## config.mk

```make
export PLATFORM = sky130hd
export DESIGN_NAME = alarm_bank
export DESIGN_NICKNAME = d
export VERILOG_FILES = /design/src/rtl/alarm_bank_pkg.sv /design/src/rtl/alarm_bank_tick_down_counter.sv /design/src/rtl/alarm_bank.sv
export SDC_FILE = /design/constraint.sdc
export NUM_CORES = 1
export LEC_CHECK = 0
export CAP_MARGIN = 20
export CELL_PAD_IN_SITES_DETAIL_PLACEMENT = 1
export CELL_PAD_IN_SITES_GLOBAL_PLACEMENT = 1
export CORE_UTILIZATION = 49
export DETAILED_ROUTE_END_ITERATION = 6
export PLACE_DENSITY_LB_ADDON = 0.1
export SYNTH_ARGS = -nofsm -noshare
export SYNTH_HDL_FRONTEND = slang
export SYNTH_SLANG_ARGS = --single-unit
```

## constraint.sdc

```tcl
create_clock -name clk_50M -period 7.75 [get_ports clk_50M]
set_clock_uncertainty 0.05 [all_clocks]
set_input_delay 1.55 -clock clk_50M [delete_from_list [all_inputs] [get_ports clk_50M]]
set_output_delay 1.55 -clock clk_50M [all_outputs]
set_load 0.05 [all_outputs]
```

## src/rtl/alarm_bank_pkg.sv

```systemverilog
// Shared constants, FSM encoding and BCD helper for the alarm bank.
package alarm_bank_pkg;

  localparam logic [7:0] HOUR_MAX = 8'h23;
  localparam logic [7:0] MIN_MAX  = 8'h59;

  typedef enum logic [0:0] {
    StIdle = 1'b0,
    StRing = 1'b1
  } ring_state_e;

  // True when both nibbles hold a decimal digit.
  function automatic logic bcd_valid(input logic [7:0] v);
    return (v[7:4] <= 4'd9) && (v[3:0] <= 4'd9);
  endfunction

endpackage

```

## src/rtl/alarm_bank_tick_down_counter.sv

```systemverilog
// Loadable down-counter advanced by a 1 Hz strobe; flags the tick that brings it to zero.
module alarm_bank_tick_down_counter #(
  parameter int unsigned W = 8
) (
  input  logic         clk_i,
  input  logic         rst_i,
  input  logic         load_i,
  input  logic [W-1:0] value_i,
  input  logic         tick_i,
  output logic         zero_o
);

  logic [W-1:0] count_q, count_d;

  // Load has priority over a coincident tick; the count parks at zero.
  always_comb begin
    count_d = count_q;
    if (load_i) begin
      count_d = value_i;
    end else if (tick_i && (count_q != '0)) begin
      count_d = count_q - W'(1);
    end
  end

  // Count register.
  always_ff @(posedge clk_i or posedge rst_i) begin
    if (rst_i) begin
      count_q <= '0;
    end else begin
      count_q <= count_d;
    end
  end

  // Pulses only on the cycle whose tick takes a nonzero count to zero.
  assign zero_o = (count_q != '0) && (count_d == '0);

endmodule

```

## src/rtl/alarm_bank.sv

```systemverilog
// Multi-channel hour/minute alarm engine with timed bell, stop and single-slot snooze.
module alarm_bank
  import alarm_bank_pkg::*;
#(
  parameter int unsigned N_ALARMS   = 4,
  parameter int unsigned IDXW       = 2,
  parameter int unsigned RING_SEC   = 5,
  parameter int unsigned SNOOZE_SEC = 300
) (
  input  logic            clk_50M,
  input  logic            rst,
  input  logic            tick_1hz,
  input  logic [7:0]      hour_time,
  input  logic [7:0]      minute_time,
  input  logic [7:0]      second_time,
  input  logic            wr_en,
  input  logic [IDXW-1:0] wr_idx,
  input  logic [7:0]      wr_hour,
  input  logic [7:0]      wr_minute,
  input  logic            wr_enable,
  input  logic [IDXW-1:0] rd_idx,
  output logic [7:0]      rd_hour,
  output logic [7:0]      rd_minute,
  output logic            rd_enable,
  input  logic            stop_key,
  input  logic            snooze_key,
  output logic            bell_out,
  output logic [IDXW-1:0] ring_idx,
  output logic            snooze_busy
);

  logic [7:0]          hour_q [N_ALARMS];
  logic [7:0]          min_q  [N_ALARMS];
  logic [N_ALARMS-1:0] en_q;

  ring_state_e         state_q, state_d;
  logic                bell_q;
  logic [IDXW-1:0]     ring_idx_q, ring_idx_d;
  logic [N_ALARMS-1:0] pending_q, pending_d;
  logic                snz_busy_q, snz_busy_d;
  logic [IDXW-1:0]     snz_ch_q, snz_ch_d;

  logic                wr_ok, dis_wr;
  logic [N_ALARMS-1:0] match_vec, dis_vec, snz_set, pend_all, pick_oh;
  logic                pick_valid;
  logic [IDXW-1:0]     pick_idx;
  logic                in_ring, ring_start, stop_hit, snz_hit, dis_ring, leave_ring;
  logic                ring_zero, snz_zero, ring_expire, snz_expire;

  // Accept a write only when the index exists and both fields are legal BCD time values.
  always_comb begin
    wr_ok  = wr_en && (32'(wr_idx) < N_ALARMS) &&
             bcd_valid(wr_hour) && (wr_hour <= HOUR_MAX) &&
             bcd_valid(wr_minute) && (wr_minute <= MIN_MAX);
    dis_wr = wr_ok && !wr_enable;
  end

  // Alarm register file; matches below see the pre-write contents.
  always_ff @(posedge clk_50M or posedge rst) begin
    if (rst) begin
      for (int k = 0; k < int'(N_ALARMS); k++) begin
        hour_q[k] <= 8'h00;
        min_q[k]  <= 8'h00;
      end
      en_q <= '0;
    end else if (wr_ok) begin
      hour_q[wr_idx] <= wr_hour;
      min_q[wr_idx]  <= wr_minute;
      en_q[wr_idx]   <= wr_enable;
    end
  end

  // Combinational read port; out-of-range indices read as zero.
  always_comb begin
    rd_hour   = 8'h00;
    rd_minute = 8'h00;
    rd_enable = 1'b0;
    if (32'(rd_idx) < N_ALARMS) begin
      rd_hour   = hour_q[rd_idx];
      rd_minute = min_q[rd_idx];
      rd_enable = en_q[rd_idx];
    end
  end

  alarm_bank_tick_down_counter #(
    .W(8)
  ) u_ring_cnt (
    .clk_i  (clk_50M),
    .rst_i  (rst),
    .load_i (ring_start),
    .value_i(8'(RING_SEC)),
    .tick_i (tick_1hz),
    .zero_o (ring_zero)
  );

  alarm_bank_tick_down_counter #(
    .W(16)
  ) u_snooze_cnt (
    .clk_i  (clk_50M),
    .rst_i  (rst),
    .load_i (snz_hit),
    .value_i(16'(SNOOZE_SEC)),
    .tick_i (tick_1hz),
    .zero_o (snz_zero)
  );

  // Per-channel match, disable and snooze-expiry vectors, then the lowest-index pick.
  always_comb begin
    snz_expire = snz_busy_q && snz_zero;
    for (int k = 0; k < int'(N_ALARMS); k++) begin
      match_vec[k] = tick_1hz && (second_time == 8'h00) && en_q[k] &&
                     (hour_q[k] == hour_time) && (min_q[k] == minute_time);
      dis_vec[k]   = dis_wr && (wr_idx == IDXW'(k));
      snz_set[k]   = snz_expire && (snz_ch_q == IDXW'(k));
    end
    // Disabling a channel beats a same-cycle match or snooze expiry on it.
    pend_all   = (pending_q | match_vec | snz_set) & ~dis_vec;
    pick_valid = 1'b0;
    pick_idx   = '0;
    for (int k = int'(N_ALARMS) - 1; k >= 0; k--) begin
      if (pend_all[k]) begin
        pick_valid = 1'b1;
        pick_idx   = IDXW'(k);
      end
    end
    for (int k = 0; k < int'(N_ALARMS); k++) begin
      pick_oh[k] = pick_valid && (pick_idx == IDXW'(k));
    end
  end

  // Next-state decode: stop beats snooze; any key or disable beats ring expiry.
  always_comb begin
    in_ring     = (state_q == StRing);
    ring_start  = !in_ring && pick_valid;
    stop_hit    = in_ring && stop_key;
    snz_hit     = in_ring && snooze_key && !stop_key;
    dis_ring    = in_ring && dis_wr && (wr_idx == ring_idx_q);
    ring_expire = in_ring && ring_zero;
    leave_ring  = stop_hit || snz_hit || dis_ring || ring_expire;

    state_d = state_q;
    if (ring_start) begin
      state_d = StRing;
    end else if (leave_ring) begin
      state_d = StIdle;
    end

    ring_idx_d = ring_start ? pick_idx : ring_idx_q;
    pending_d  = ring_start ? (pend_all & ~pick_oh) : pend_all;

    snz_busy_d = snz_busy_q;
    snz_ch_d   = snz_ch_q;
    if (snz_expire) begin
      snz_busy_d = 1'b0;
    end
    if (snz_hit) begin
      snz_busy_d = 1'b1;
      snz_ch_d   = ring_idx_q;
    end
    if (stop_hit && (snz_ch_q == ring_idx_q)) begin
      snz_busy_d = 1'b0;
    end
    if (dis_wr && (wr_idx == snz_ch_d)) begin
      snz_busy_d = 1'b0;
    end
  end

  // Ring FSM with registered outputs.
  always_ff @(posedge clk_50M or posedge rst) begin
    if (rst) begin
      state_q    <= StIdle;
      bell_q     <= 1'b0;
      ring_idx_q <= '0;
      pending_q  <= '0;
      snz_busy_q <= 1'b0;
      snz_ch_q   <= '0;
    end else begin
      state_q    <= state_d;
      bell_q     <= (state_d == StRing);
      ring_idx_q <= ring_idx_d;
      pending_q  <= pending_d;
      snz_busy_q <= snz_busy_d;
      snz_ch_q   <= snz_ch_d;
    end
  end

  assign bell_out    = bell_q;
  assign ring_idx    = ring_idx_q;
  assign snooze_busy = snz_busy_q;

endmodule

```

==> flow_summary.html <==
<table>
<tr><th>Metric</th><th>Value</th></tr>
<tr><th colspan="2">Placement</th></tr>
<tr><td>Routability congestion estimate</td><td>0.865</td></tr>
<tr><td>Placed wire-length estimate</td><td>12.1 mm</td></tr>
<tr><td>Number of buffers inserted by port buffering</td><td>71</td></tr>
<tr><td>Post-Place Cells</td><td>719</td></tr>
<tr><th colspan="2">Synth</th></tr>
<tr><td>Yosys warns</td><td>0</td></tr>
<tr><td>Synth cell types</td><td>64</td></tr>
<tr><td>Average footprint of a synthesized cell</td><td>11.3 sq um</td></tr>
<tr><td>Number of storage elements in the synthesis netlist</td><td>102</td></tr>
<tr><td>Net Count, Synth</td><td>580</td></tr>
<tr><td>Number of synthesized flops with an enable pin</td><td>0</td></tr>
<tr><td>Proportion of register bits with asynchronous set or reset after synthesis</td><td>100%</td></tr>
<tr><td>Post-synthesis cell count</td><td>525</td></tr>
<tr><td>Share of the yosys chip area belonging to registers</td><td>42.9%</td></tr>
<tr><td>Most used DFF post-synth</td><td>dfrtp_1</td></tr>
<tr><td>Post-synth design cell area</td><td>5950 sq um</td></tr>
<tr><th colspan="2">Hold path</th></tr>
<tr><td>Hold WC Path Type</td><td>flop to flop</td></tr>
<tr><th colspan="2">Route</th></tr>
<tr><td>Amount of wire on met3 after detailed routing</td><td>648 um</td></tr>
<tr><td>DR WL/cell</td><td>22.5 um</td></tr>
<tr><td>Antenna Nets Post-Route</td><td>0</td></tr>
<tr><td>Total Wirelength</td><td>16.5 mm</td></tr>
<tr><td>Sum of met2 wire segment lengths after detailed routing</td><td>8.49 mm</td></tr>
<tr><td>Total via count in the routed design</td><td>4415</td></tr>
<tr><td>Post-DR vias/cell</td><td>6.01</td></tr>
<tr><td>Total iterations of the first detailed-routing run</td><td>6</td></tr>
<tr><td>Initial detailed-routing violation count</td><td>207</td></tr>
<tr><td>Post-Route M1 WL</td><td>7.03 mm</td></tr>
<tr><td>DRC</td><td>4</td></tr>
<tr><td>Top routing layer in use</td><td>met4</td></tr>
<tr><th colspan="2">Floorplanning</th></tr>
<tr><td>Starting density of the core</td><td>51.3%</td></tr>
<tr><td>Placement row count</td><td>39</td></tr>
<tr><td>Core area</td><td>11600 sq um</td></tr>
<tr><td>Overall die height</td><td>112 um</td></tr>
<tr><td>Die span in x</td><td>112 um</td></tr>
<tr><td>Top-level port count</td><td>72</td></tr>
<tr><td>Total Die Area</td><td>12600 sq um</td></tr>
<tr><th colspan="2">GRT</th></tr>
<tr><td>Wire length of the first global-routing pass</td><td>27.0 mm</td></tr>
<tr><td>Number of global-route vias before repair</td><td>4846</td></tr>
<tr><td>GR Overflow Total</td><td>0</td></tr>
<tr><td>Maximum number of pins on one net before global-route repair</td><td>68</td></tr>
<tr><td>Number of antenna violations at the first check in global routing</td><td>0</td></tr>
<tr><td>Global-route total usage across every layer</td><td>28.7%</td></tr>
<tr><th colspan="2">Finish</th></tr>
<tr><td>Commonest non-fill, non-tap cells in the layout</td><td>dfrtp_1, clkdlybuf4s50_1, mux2_2</td></tr>
<tr><td>Most frequent standard cell in the layout excluding fill and tap cells</td><td>dfrtp_1</td></tr>
<tr><td>Number of inserted diodes</td><td>0</td></tr>
<tr><td>Non-filler cells in the finished layout</td><td>735</td></tr>
<tr><td>Net total in the final layout</td><td>642</td></tr>
<tr><td>Fraction of layout cells with a size suffix above 1</td><td>19.3%</td></tr>
<tr><td>Fill cell total of the finished layout</td><td>1203</td></tr>
<tr><td>Layout overhead on the synthesized area</td><td>18.8%</td></tr>
<tr><th colspan="2">Worst setup path</th></tr>
<tr><td>Slack of the worst reg-to-reg path</td><td>4.10 ns</td></tr>
<tr><td>Type of the worst setup path</td><td>primary input to primary output</td></tr>
<tr><td>Worst Setup Start Kind</td><td>primary input</td></tr>
<tr><td>Data arrival time at the worst-slack endpoint</td><td>3.90 ns</td></tr>
<tr><td>Maximum fanout along the worst path</td><td>17</td></tr>
<tr><td>CP Capture Type</td><td>primary output</td></tr>
<tr><td>Data required time of the worst path</td><td>6.15 ns</td></tr>
<tr><th colspan="2">Timing</th></tr>
<tr><td>Worst-margin pin slew</td><td>1.01 ns</td></tr>
<tr><td>Final Hold Viols</td><td>0</td></tr>
<tr><td>Final setup violating endpoints</td><td>0</td></tr>
<tr><td>Setup repair after global routing missed its margin</td><td>false</td></tr>
<tr><td>Period minus WS final</td><td>5.50 ns</td></tr>
<tr><td>Final worst-path cycle share</td><td>70.9%</td></tr>
<tr><td>Max-slew headroom at the worst pin</td><td>32.8%</td></tr>
<tr><td>Count of pins over their slew limit</td><td>0</td></tr>
<tr><td>Aggregate negative setup slack</td><td>0 ns</td></tr>
<tr><td>Highest Clock Rate</td><td>182 MHz</td></tr>
<tr><th colspan="2">Clocking</th></tr>
<tr><td>Max Root-Sink Buffers</td><td>2</td></tr>
<tr><td># H-tree levels</td><td>3</td></tr>
<tr><td>Clock buffers created by TritonCTS</td><td>9</td></tr>
<tr><td>CTS Hold Bufs</td><td>0</td></tr>
<tr><td>Clock sink total</td><td>102</td></tr>
<tr><td>CTS root buf</td><td>clkbuf_16</td></tr>
<tr><td>Post-CTS setup buffer count</td><td>0</td></tr>
<tr><td>Clock tree from TritonCTS</td><td>done</td></tr>
<tr><td>Clock slew at the register clock pins of the worst setup and hold paths</td><td>0.08 ns</td></tr>
<tr><td>Clock Latency Late Sink</td><td>0.36 ns</td></tr>
<tr><td>Total of cells resized after clock tree synthesis</td><td>0</td></tr>
<tr><th colspan="2">Power and ir drop</th></tr>
<tr><td>Worst IR Drop VDD</td><td>0.000177 V</td></tr>
<tr><td>Ratio of total power to cell area</td><td>235 nW/um^2</td></tr>
<tr><td>Switching Fraction</td><td>35.1%</td></tr>
<tr><td>Net switching component of the power</td><td>0.583 mW</td></tr>
<tr><td>Leakage</td><td>3.04 nW</td></tr>
<tr><td>Total Power Consumption</td><td>1.66 mW</td></tr>
<tr><td>Part of the total power dissipated in the clock network</td><td>28.7%</td></tr>
<tr><td>Power share of the sequential group</td><td>44.2%</td></tr>
<tr><td>Combinational fraction of design power</td><td>27.1%</td></tr>
<tr><td>Internal power component</td><td>1.08 mW</td></tr>
<tr><th colspan="2">Job</th></tr>
<tr><td>Maximum capacitance violations</td><td>0</td></tr>
<tr><th colspan="2">Run status</th></tr>
<tr><td>Run status</td><td>finished with violations</td></tr>
<tr><td>Failing checks</td><td>design-rule violations</td></tr>
</table>
## metal layers
metal	vias up	GRT usage [%]
met5	-	0
met4	0	8.80
met3	20	6.21
met2	99	49.9
met1	2281	35.9
li1	2015	-
## final timing paths
check / startpoint / end / cells past startpoint
max: rd_idx[1] / rd_minute[6] / 3
min: hour_q[6]$_DFFE_PP0P_ / hour_q[6]$_DFFE_PP0P_ / 1
max reg2reg: u_snooze_cnt.count_q[0]$_DFF_PP0_ / u_ring_cnt.count_q[4]$_DFF_PP0_ / 11
min reg2reg: hour_q[6]$_DFFE_PP0P_ / hour_q[6]$_DFFE_PP0P_ / 1
max in group asynchronous: rst / u_ring_cnt.count_q[1]$_DFF_PP0_ / 3
min in group asynchronous: rst / hour_q[19]$_DFFE_PP0P_ / 2
## cell type report
cell class	instances	area [sq um]	area share, %
clock buffers	11	243	3.43
clock inverters	5	63.8	0.902
flip-flops and latches	102	2550	36.1
inverters	13	51.3	0.725
repair buffers	78	763	10.8
well taps	143	179	2.53
multi-input cells	383	3220	45.5
## worst max-delay path, cell delays in order
cell and delay [ns]:
clkdlybuf4s50_1 1.13, mux4_2 0.39, clkdlybuf4s50_1 0.82
## flip-flops by register name, indices dropped and copies added (netlist names)
register              count
hour_q                   32
min_q                    32
u_snooze_cnt.count_q     16
u_ring_cnt.count_q        8
en_q                      4
pending_q                 4
ring_idx                  2
snz_ch_q                  2
bell_out                  1
snooze_busy               1
## synthesized netlist by cell type, drive strengths merged (2+ instances only)
cell | count | area [sq um]
nor3 | 16 | 90.1
nand2b | 2 | 12.5
o22a | 2 | 17.5
dfrtp | 102 | 2550
o211ai | 2 | 25.0
nand2 | 29 | 109
o32ai | 2 | 25.0
nand3b | 4 | 30.0
nand4 | 9 | 62.6
buf | 8 | 65.1
a211oi | 2 | 32.5
and3 | 3 | 18.8
a41o | 2 | 20.0
clkbuf | 19 | 71.3
mux4 | 17 | 383
or3 | 3 | 18.8
nor4 | 21 | 176
mux2i | 2 | 20.0
o22ai | 2 | 12.5
xnor2 | 49 | 429
nor3b | 5 | 52.6
nor2 | 40 | 150
nor2b | 6 | 37.5
nand3 | 5 | 25.0
xor2 | 41 | 359
ha | 4 | 50.1
a32oi | 2 | 17.5
nor4b | 5 | 43.8
inv | 13 | 48.8
o21a | 2 | 15.0
o21ai | 8 | 40.0
a21oi | 12 | 75.1
a41oi | 3 | 26.3
and2 | 7 | 43.8
mux2 | 54 | 608
a31oi | 5 | 31.3
or4 | 2 | 15.0
## through the flow
stage	worst slack (ns)	utilization, %	hold WS (ns)	instance area [sq um]
after CTS	2.31	60.9	0.501	7070
after floorplan	2.90	-	0.408	5950
after detailed placement	2.32	58.3	0.479	6770
final	2.25	60.9	0.496	7070
after global placement	2.41	58.3	0.473	6770
after global routing	2.22	60.9	0.521	7070
## logic make-up (layout without fill, tap and decap cells)
group	after synthesis	after routing	share of synthesized area [%]
flip-flops	102	102	42.9
adder cells (fa/ha/maj)	4	4	0.841
XOR/XNOR	90	90	13.2
multiplexers	73	73	17.0
AND/OR/NAND/NOR	164	164	16.0
buffers and inverters	40	107	3.11
AO/OA/AOI/OAI	52	52	7.00
## power by group through the flow
stage               Combinational, mW  Sequential [mW]  Clock, mW
floorplan                       0.367            0.686          0
CTS                             0.454            0.733      0.486
finish                          0.450            0.735      0.478
global placement                0.423            0.735          0
global route                    0.495            0.750      0.502
detailed placement              0.446            0.740          0
Note: power is estimated with default switching activity, not from simulation.
